--- config.mk ---
export PLATFORM = sky130hd
export DESIGN_NAME = matrix_loader
export DESIGN_NICKNAME = d
export VERILOG_FILES = /design/src/rtl/matrix_loader_pkg.sv /design/src/rtl/matrix_loader.sv
export SDC_FILE = /design/constraint.sdc
export NUM_CORES = 1
export LEC_CHECK = 0
export CORE_UTILIZATION = 52
export CTS_CLUSTER_DIAMETER = 80
export CTS_CLUSTER_SIZE = 40
export DETAILED_ROUTE_END_ITERATION = 10
export GPL_TIMING_DRIVEN = 0
export PLACE_DENSITY = 0.81
export RECOVER_POWER = 25
export SYNTH_ARGS = -nofsm -noshare
export SYNTH_HDL_FRONTEND = slang
export SYNTH_SLANG_ARGS = --single-unit
--- constraint.sdc ---
create_clock -name clk -period 4.19 [get_ports clk]
set_clock_uncertainty 0.05 [all_clocks]
set_input_delay 0.838 -clock clk [delete_from_list [all_inputs] [get_ports clk]]
set_output_delay 0.838 -clock clk [all_outputs]
set_load 0.02 [all_outputs]
--- src/rtl/matrix_loader_pkg.sv ---
`default_nettype none
// ============================================================================
// Module      : matrix_loader_pkg
// Description : Shared sizing helper and state encoding for the matrix loader
//               and the systemizer, so packing and addressing agree.
// Revision    : 1.0 - initial release
// ============================================================================
package matrix_loader_pkg;

    localparam int DEF_L = 8;
    localparam int DEF_K = 10;
    localparam int DEF_M = 3;

    localparam int SYM_W = 8;
    localparam int REJ_W = 8;

    // Ceiling log2; returns 0 for v <= 1.
    function automatic int clog2(input int v);
        int r;
        r = 0;
        for (int i = 0; i < 31; i++) begin
            if ((1 << i) < v) begin
                r = i + 1;
            end
        end
        return r;
    endfunction

    typedef enum logic [2:0] {
        ST_IDLE = 3'd0,
        ST_LOAD = 3'd1,
        ST_KICK = 3'd2,
        ST_WAIT = 3'd3,
        ST_DONE = 3'd4
    } state_t;

endpackage
`default_nettype wire

--- src/rtl/matrix_loader.sv ---
`default_nettype none
// ============================================================================
// Module      : matrix_loader
// Description : Rejection-samples a GF(M) byte stream, packs two elements per
//               word into the matrix RAM, then kicks the systemizer and
//               latches its verdict.
// Revision    : 1.0 - initial release
// ============================================================================
module matrix_loader
    import matrix_loader_pkg::*;
#(
    parameter  int L     = DEF_L,
    parameter  int K     = DEF_K,
    parameter  int M     = DEF_M,
    localparam int EW    = clog2(M),
    localparam int WORDS = L * K / 2,
    localparam int AW    = clog2(L * K / 2),
    localparam int DW    = 2 * EW
) (
    input  logic             clk,
    input  logic             rst,
    input  logic             start,
    input  logic             in_valid,
    output logic             in_ready,
    input  logic [SYM_W-1:0] in_data,
    output logic             wr_en,
    output logic [AW-1:0]    wr_addr,
    output logic [DW-1:0]    data_in,
    output logic             sys_start,
    input  logic             sys_done,
    input  logic             sys_success,
    input  logic             sys_fail,
    output logic             busy,
    output logic             done,
    output logic             success,
    output logic             fail,
    output logic [REJ_W-1:0] reject_cnt
);

    localparam logic [EW:0]    c_m_ext     = (EW + 1)'(M);
    localparam logic [AW-1:0]  c_last_addr = AW'(WORDS - 1);
    localparam logic [REJ_W-1:0] c_rej_max = '1;

    state_t             r_state;
    logic               r_in_ready;
    logic               r_wr_en;
    logic [AW-1:0]      r_wr_addr;
    logic [DW-1:0]      r_data_in;
    logic               r_sys_start;
    logic               r_busy;
    logic               r_done;
    logic               r_success;
    logic               r_fail;
    logic [REJ_W-1:0]   r_reject_cnt;

    logic               r_odd;
    logic [AW-1:0]      r_word_idx;
    logic [EW-1:0]      r_low;

    logic [EW-1:0]      w_sym;
    logic               w_take;
    logic               w_accept;
    logic               w_reject;
    logic               w_last_word;
    logic               w_unused_bits;

    assign w_sym         = in_data[EW-1:0];
    assign w_take        = in_valid && r_in_ready;
    assign w_accept      = w_take && ({1'b0, w_sym} < c_m_ext);
    assign w_reject      = w_take && !({1'b0, w_sym} < c_m_ext);
    assign w_last_word   = (r_word_idx == c_last_addr);
    assign w_unused_bits = ^in_data[SYM_W-1:EW];

    always_ff @(posedge clk) begin
        if (rst) begin
            r_state      <= ST_IDLE;
            r_in_ready   <= 1'b0;
            r_wr_en      <= 1'b0;
            r_wr_addr    <= '0;
            r_data_in    <= '0;
            r_sys_start  <= 1'b0;
            r_busy       <= 1'b0;
            r_done       <= 1'b0;
            r_success    <= 1'b0;
            r_fail       <= 1'b0;
            r_reject_cnt <= '0;
            r_odd        <= 1'b0;
            r_word_idx   <= '0;
            r_low        <= '0;
        end else begin
            r_wr_en     <= 1'b0;
            r_sys_start <= 1'b0;
            case (r_state)
                ST_IDLE, ST_DONE: begin
                    if (start) begin
                        r_state      <= ST_LOAD;
                        r_in_ready   <= 1'b1;
                        r_busy       <= 1'b1;
                        r_done       <= 1'b0;
                        r_success    <= 1'b0;
                        r_fail       <= 1'b0;
                        r_reject_cnt <= '0;
                        r_odd        <= 1'b0;
                        r_word_idx   <= '0;
                    end
                end
                ST_LOAD: begin
                    if (w_reject && (r_reject_cnt != c_rej_max)) begin
                        r_reject_cnt <= r_reject_cnt + 1'b1;
                    end
                    if (w_accept) begin
                        if (!r_odd) begin
                            r_low <= w_sym;
                            r_odd <= 1'b1;
                        end else begin
                            r_wr_en    <= 1'b1;
                            r_wr_addr  <= r_word_idx;
                            r_data_in  <= {w_sym, r_low};
                            r_odd      <= 1'b0;
                            r_word_idx <= r_word_idx + 1'b1;
                            // Stop taking symbols as the final word goes out.
                            if (w_last_word) begin
                                r_in_ready <= 1'b0;
                            end
                        end
                    end
                    if (r_wr_en && (r_wr_addr == c_last_addr)) begin
                        r_state     <= ST_KICK;
                        r_sys_start <= 1'b1;
                    end
                end
                ST_KICK: begin
                    r_state <= ST_WAIT;
                end
                ST_WAIT: begin
                    if (sys_done) begin
                        r_state   <= ST_DONE;
                        r_busy    <= 1'b0;
                        r_done    <= 1'b1;
                        // A contradictory verdict is treated as a failure.
                        r_success <= sys_success && !sys_fail;
                        r_fail    <= sys_fail;
                    end
                end
                default: begin
                    r_state <= ST_IDLE;
                end
            endcase
        end
    end

    assign in_ready   = r_in_ready;
    assign wr_en      = r_wr_en;
    assign wr_addr    = r_wr_addr;
    assign data_in    = r_data_in;
    assign sys_start  = r_sys_start;
    assign busy       = r_busy;
    assign done       = r_done;
    assign success    = r_success;
    assign fail       = r_fail;
    assign reject_cnt = r_reject_cnt;

endmodule
`default_nettype wire

Word level (Yosys, flattened, before mapping)
Cells that the tools add are included.

Register bits: 37. Latch bits: 0. Bits in writable memories: 0. ROM bits: 0. Bits of input ports: 15. Output and inout port bits: 25. Logic and storage cells: 86. Memories: 0.

Add/subtract/negate cells: 2. $mul: 0. Div/mod/pow operators: 0. Order comparisons: 1. Eq/ne operators: 14. Shift-type cells: 0. Multiplexer cells: 30. Bitwise gates (word level): 3. Reduce and logical (&&, ||, !) cells: 22.

Operators by type and width (number): 6-bit 2-to-1 mux (3); 3-bit AND reduction (6); 8-bit 2-to-1 mux (2); 8-bit case mux with 2 select lines (1); 2-bit != test (second input constant) (7); 1-bit 2-to-1 mux (13); 6-bit equality test (second input constant) (2); 1-bit case mux with 2 select lines (6); 3-bit case mux with 4 select lines (1); 6-bit case mux with 2 select lines (1); 3-bit 2-to-1 mux (3); 8-bit by 1-bit adder with 8-bit output (second input constant) (1); 8-bit != test (second input constant) (1); 6-bit by 1-bit adder with 6-bit output (second input constant) (1); 3-bit by 2-bit equality test with 1-bit output (second input constant) (2); 1-bit logical AND (6); 5-bit AND reduction (1); 4-bit AND reduction (1); 2-bit nonzero test (2); 2-bit OR reduction (2); 3-bit by 1-bit equality test with 1-bit output (second input constant) (1); 3-bit equality test (second input constant) (1); 3-bit zero test (1); 1-bit inverter (3); 3 further kinds (4).

Logic depth before layout (Yosys ltp)
Depth in word-level cells: 6. Depth in mapped cells: 6. Mapped depth without buffers: 5.

Least setup slack after synthesis
No wires, ideal clock.

Kind: input -> register. Start point: input port in_valid. End point: register r_wr_addr[4], in the netlist wr_addr[4]. Setup time: 71 ps. Arrival: 1651 ps. Data required time: 4069 ps. Setup slack: 2418 ps. Stages on the path: 5. Path buffers: 1. Path through: and2_1 > nand4_4 > clkbuf_1 > nand2_1 > a21oi_1.

Cells in the longest elaborated chain, start to end: 3.

RTL lines: from (decl) (RTL line matrix_loader.sv:23) `input logic in_valid,`; 1-bit logical AND (RTL line matrix_loader.sv:68) `assign w_take = in_valid && r_in_ready;`; 1-bit logical AND (RTL line matrix_loader.sv:69) `assign w_accept = w_take && ({1'b0, w_sym} < c_m_ext);`; 3-bit AND reduction (no line); to (signal assigned) (RTL line matrix_loader.sv:117) `r_wr_addr <= r_word_idx;`; to (decl) (RTL line matrix_loader.sv:47) `logic [AW-1:0] r_wr_addr;`.

Every way passes these cells. A chain may end at the register's enable or synchronous reset.

Final worst setup path
Start point: input port in_valid. End point: register r_wr_addr[5], in the netlist wr_addr[5].

The elaborated chain is that of the path after synthesis.

==> results.ini <==
[critical_path]
path_max_fanout = 10
critical_path_depth = 6
slowest_delay_ps = 540
crit_path_end = wr_addr[5]
cp.arrival_ps = 2660
r2r_cells = 5
critical_path_required_ps = 4410
crit_start = in_valid
reg2reg_slack_ps = 2100
path_class = input pin to register
crit_chain = dlygate4sd3_1 > and2_0 > nand4_1 > clkbuf_1 > nand2_1 > a21oi_1
r2r_start = r_state[0]
cp_slowest_cell = dlygate4sd3_1
start_kind = input pin
r2r_end = wr_addr[5]
path_buf_inv = 2
critPathCaptureType = register
path_delay_family = buffers and inverters

[floorplanning]
die_x_um = 58.70
start_util_pct = 54.75
rows = 20
coreArea_mm2 = 0.003053
die-area_mm2 = 0.003445
io_pins = 40
die_h_um = 58.70

[worst_hold_path]
hp-class = register to register

[pwr]
p_int_mw = 0.4790
p_comb_share_pct = 9.8
vdd_ir_drop_max_uv = 249.4
leakagePower_nw = 0.7139
power_density_mw_per_mm2 = 302.9
total_power_mw = 0.6398
sequentialPowerShare_pct = 56.5
switching_share_pct = 25.13
p_clk_share_pct = 33.7
power.switching_mw = 0.1608

[synth]
synth_fp_nets = 215
syn_avg_cell_area_um2 = 8.442
syn_area_mm2 = 0.001672
ys_types = 42
ys.flop_type = dfxtp_1
synth-seq-area-share_pct = 44.31
async_flop_share_pct = 0
synth-edff-count = 0
synth-seq-cells = 37
syn-instance-count = 198
yosys_warnings = 0

[sta]
rsz0062_at_grt = false
finalCritPeriodShare_pct = 58.19
max_freq_mhz = 410.1
final-setup-viol-count = 0
setup-tns-final_ps = 0
worstMarginPinSlew_ps = 529.2
slew_violations = 0
max_slew_margin_pct = 64.26
final_hold_viol_count = 0
finalCriticalPeriod_ps = 2438

[final_layout]
drive_gt1_share_pct = 6.695
final_common_cell = dfxtp_1
final_nets = 255
mostFrequentLayoutCells = dfxtp_1 (37), clkdlybuf4s50_1 (30), nand3_1 (22)
diodes = 0
area_delta_synth_final_pct = 26.35
utilization_pct = 69.18

[clock_network]
cts_num_sinks = 37
cts_tree = done
cts_hold_buffers = 0
clk_latency_ps = 350
cts_resized = 0
numCtsBuffers = 5
post-cts-setup-buffers = 0
cts_root_buf = clkbuf_4
htreeDepth = 2
cts_max_path_buffers = 2
clk_pin_slew_ps = 110

[detailed_routing]
detail_route.vias_per_cell = 5.735
drt_iter0_markers = 97
wl_per_cell_um = 13.54
postRouteAntennaNets = 0
wl_mm = 3.833
vias = 1623
drtPass1Iterations = 4
drc = 0

[placed_design]
portBuffers = 33
dpl.hpwl_mm = 2.676
place.gp.congestion = 0.8825

[grt]
grt_pass1_vias = 1400
grt_pass1_wl_mm = 6.237
grt_overflow = 0
antenna_found_initial = 0
grt_max_degree = 12
grt_usage_pct = 24.03

[job]
drv_cap = 0

[run_status]
status = finished clean

[sequential cells by signal (all words and copies together) (netlist names)]
signal,flops
reject_cnt,8
r_word_idx,6
wr_addr,6
data_in,4
r_state,3
r_low,2
busy,1
done,1
fail,1
in_ready,1
r_odd,1
success,1
sys_start,1
wr_en,1
[routing by layer]
layer / routed length (µm) / global-route usage [%] / vias up
met5: 0 / 0 / -
met4: 93 / 10.88 / 0
met3: 204 / 6.154 / 12
met2: 1822 / 39.74 / 58
met1: 1712 / 29.50 / 745
li1: - / - / 808
[worst min path at each step]
stage | start | endpoint | slack, ps | cells past startpoint
floorplan | r_low[0] | data_in[0] | 390 | 2
CTS | data_in[0] | data_in[0] | 420 | 2
finish | data_in[0] | data_in[0] | 420 | 2
global route | data_in[0] | data_in[0] | 440 | 2
global placement | data_in[2] | data_in[2] | 400 | 2
detailed placement | data_in[0] | data_in[0] | 400 | 2
[power groups by stage]
stage | registers, mW | logic [mW] | clock network [mW]
after detailed placement | 0.370 | 0.0635 | 0
after global routing | 0.362 | 0.0682 | 0.234
after global placement | 0.369 | 0.0625 | 0
final | 0.362 | 0.0625 | 0.216
after CTS | 0.362 | 0.0638 | 0.220
after floorplan | 0.372 | 0.0346 | 0
[worst min-delay path, delay by kind of cell, from the launching register on]
family             cells  cell delay [ps]
AOI/OAI and AO/OA      1               50
DFF                    1              320
and+or+nand+nor        1               50
[Yosys cell counts, drive strengths merged, types with 2 or more instances]
cell type / n / area [µm²]
dfxtp: 37 / 740.7
nand2: 22 / 85.09
nand3: 22 / 110.1
a21oi: 20 / 100.1
nor2: 19 / 78.82
a31oi: 14 / 87.58
inv: 7 / 26.28
clkbuf: 6 / 22.52
buf: 4 / 32.53
nand4: 4 / 40.04
nor3: 4 / 20.02
o21ai: 4 / 20.02
and2: 3 / 18.77
mux2i: 3 / 30.03
o211ai: 3 / 27.52
o32ai: 3 / 26.28
and3: 2 / 12.51
and4b: 2 / 20.02
ha: 2 / 25.02
nor3b: 2 / 26.28
[stage by stage]
stage,worst slack (ps),cells,hold WS (ps),cell area [µm²]
after floorplan,2418,198,392.9,1672
after global placement,1672,275,396.0,2057
after detailed placement,1632,275,401.8,2057
after CTS,1857,283,419.8,2127
after global routing,1645,283,435.8,2112
final,1752,283,415.7,2112
[area by class of cell]
cell class	count	area [µm²]
Clock inverter	1	5.005
Fill cell	268	940.9
Clock buffer	7	65.06
Sequential cell	37	740.7
Tap cell	44	55.05
Timing Repair Buffer	33	330.3
Multi-Input combinational cell	144	834.6
Buffer	10	55.05
Inverter	7	26.28
[kinds of logic after synthesis]
group | synth area share [%]
compound gates | 19.24
fa+ha+maj | 1.497
simple gates | 28.30
flops | 44.31
buf+inv | 4.865
mux | 1.796
Power figures use the tool's default switching activity.
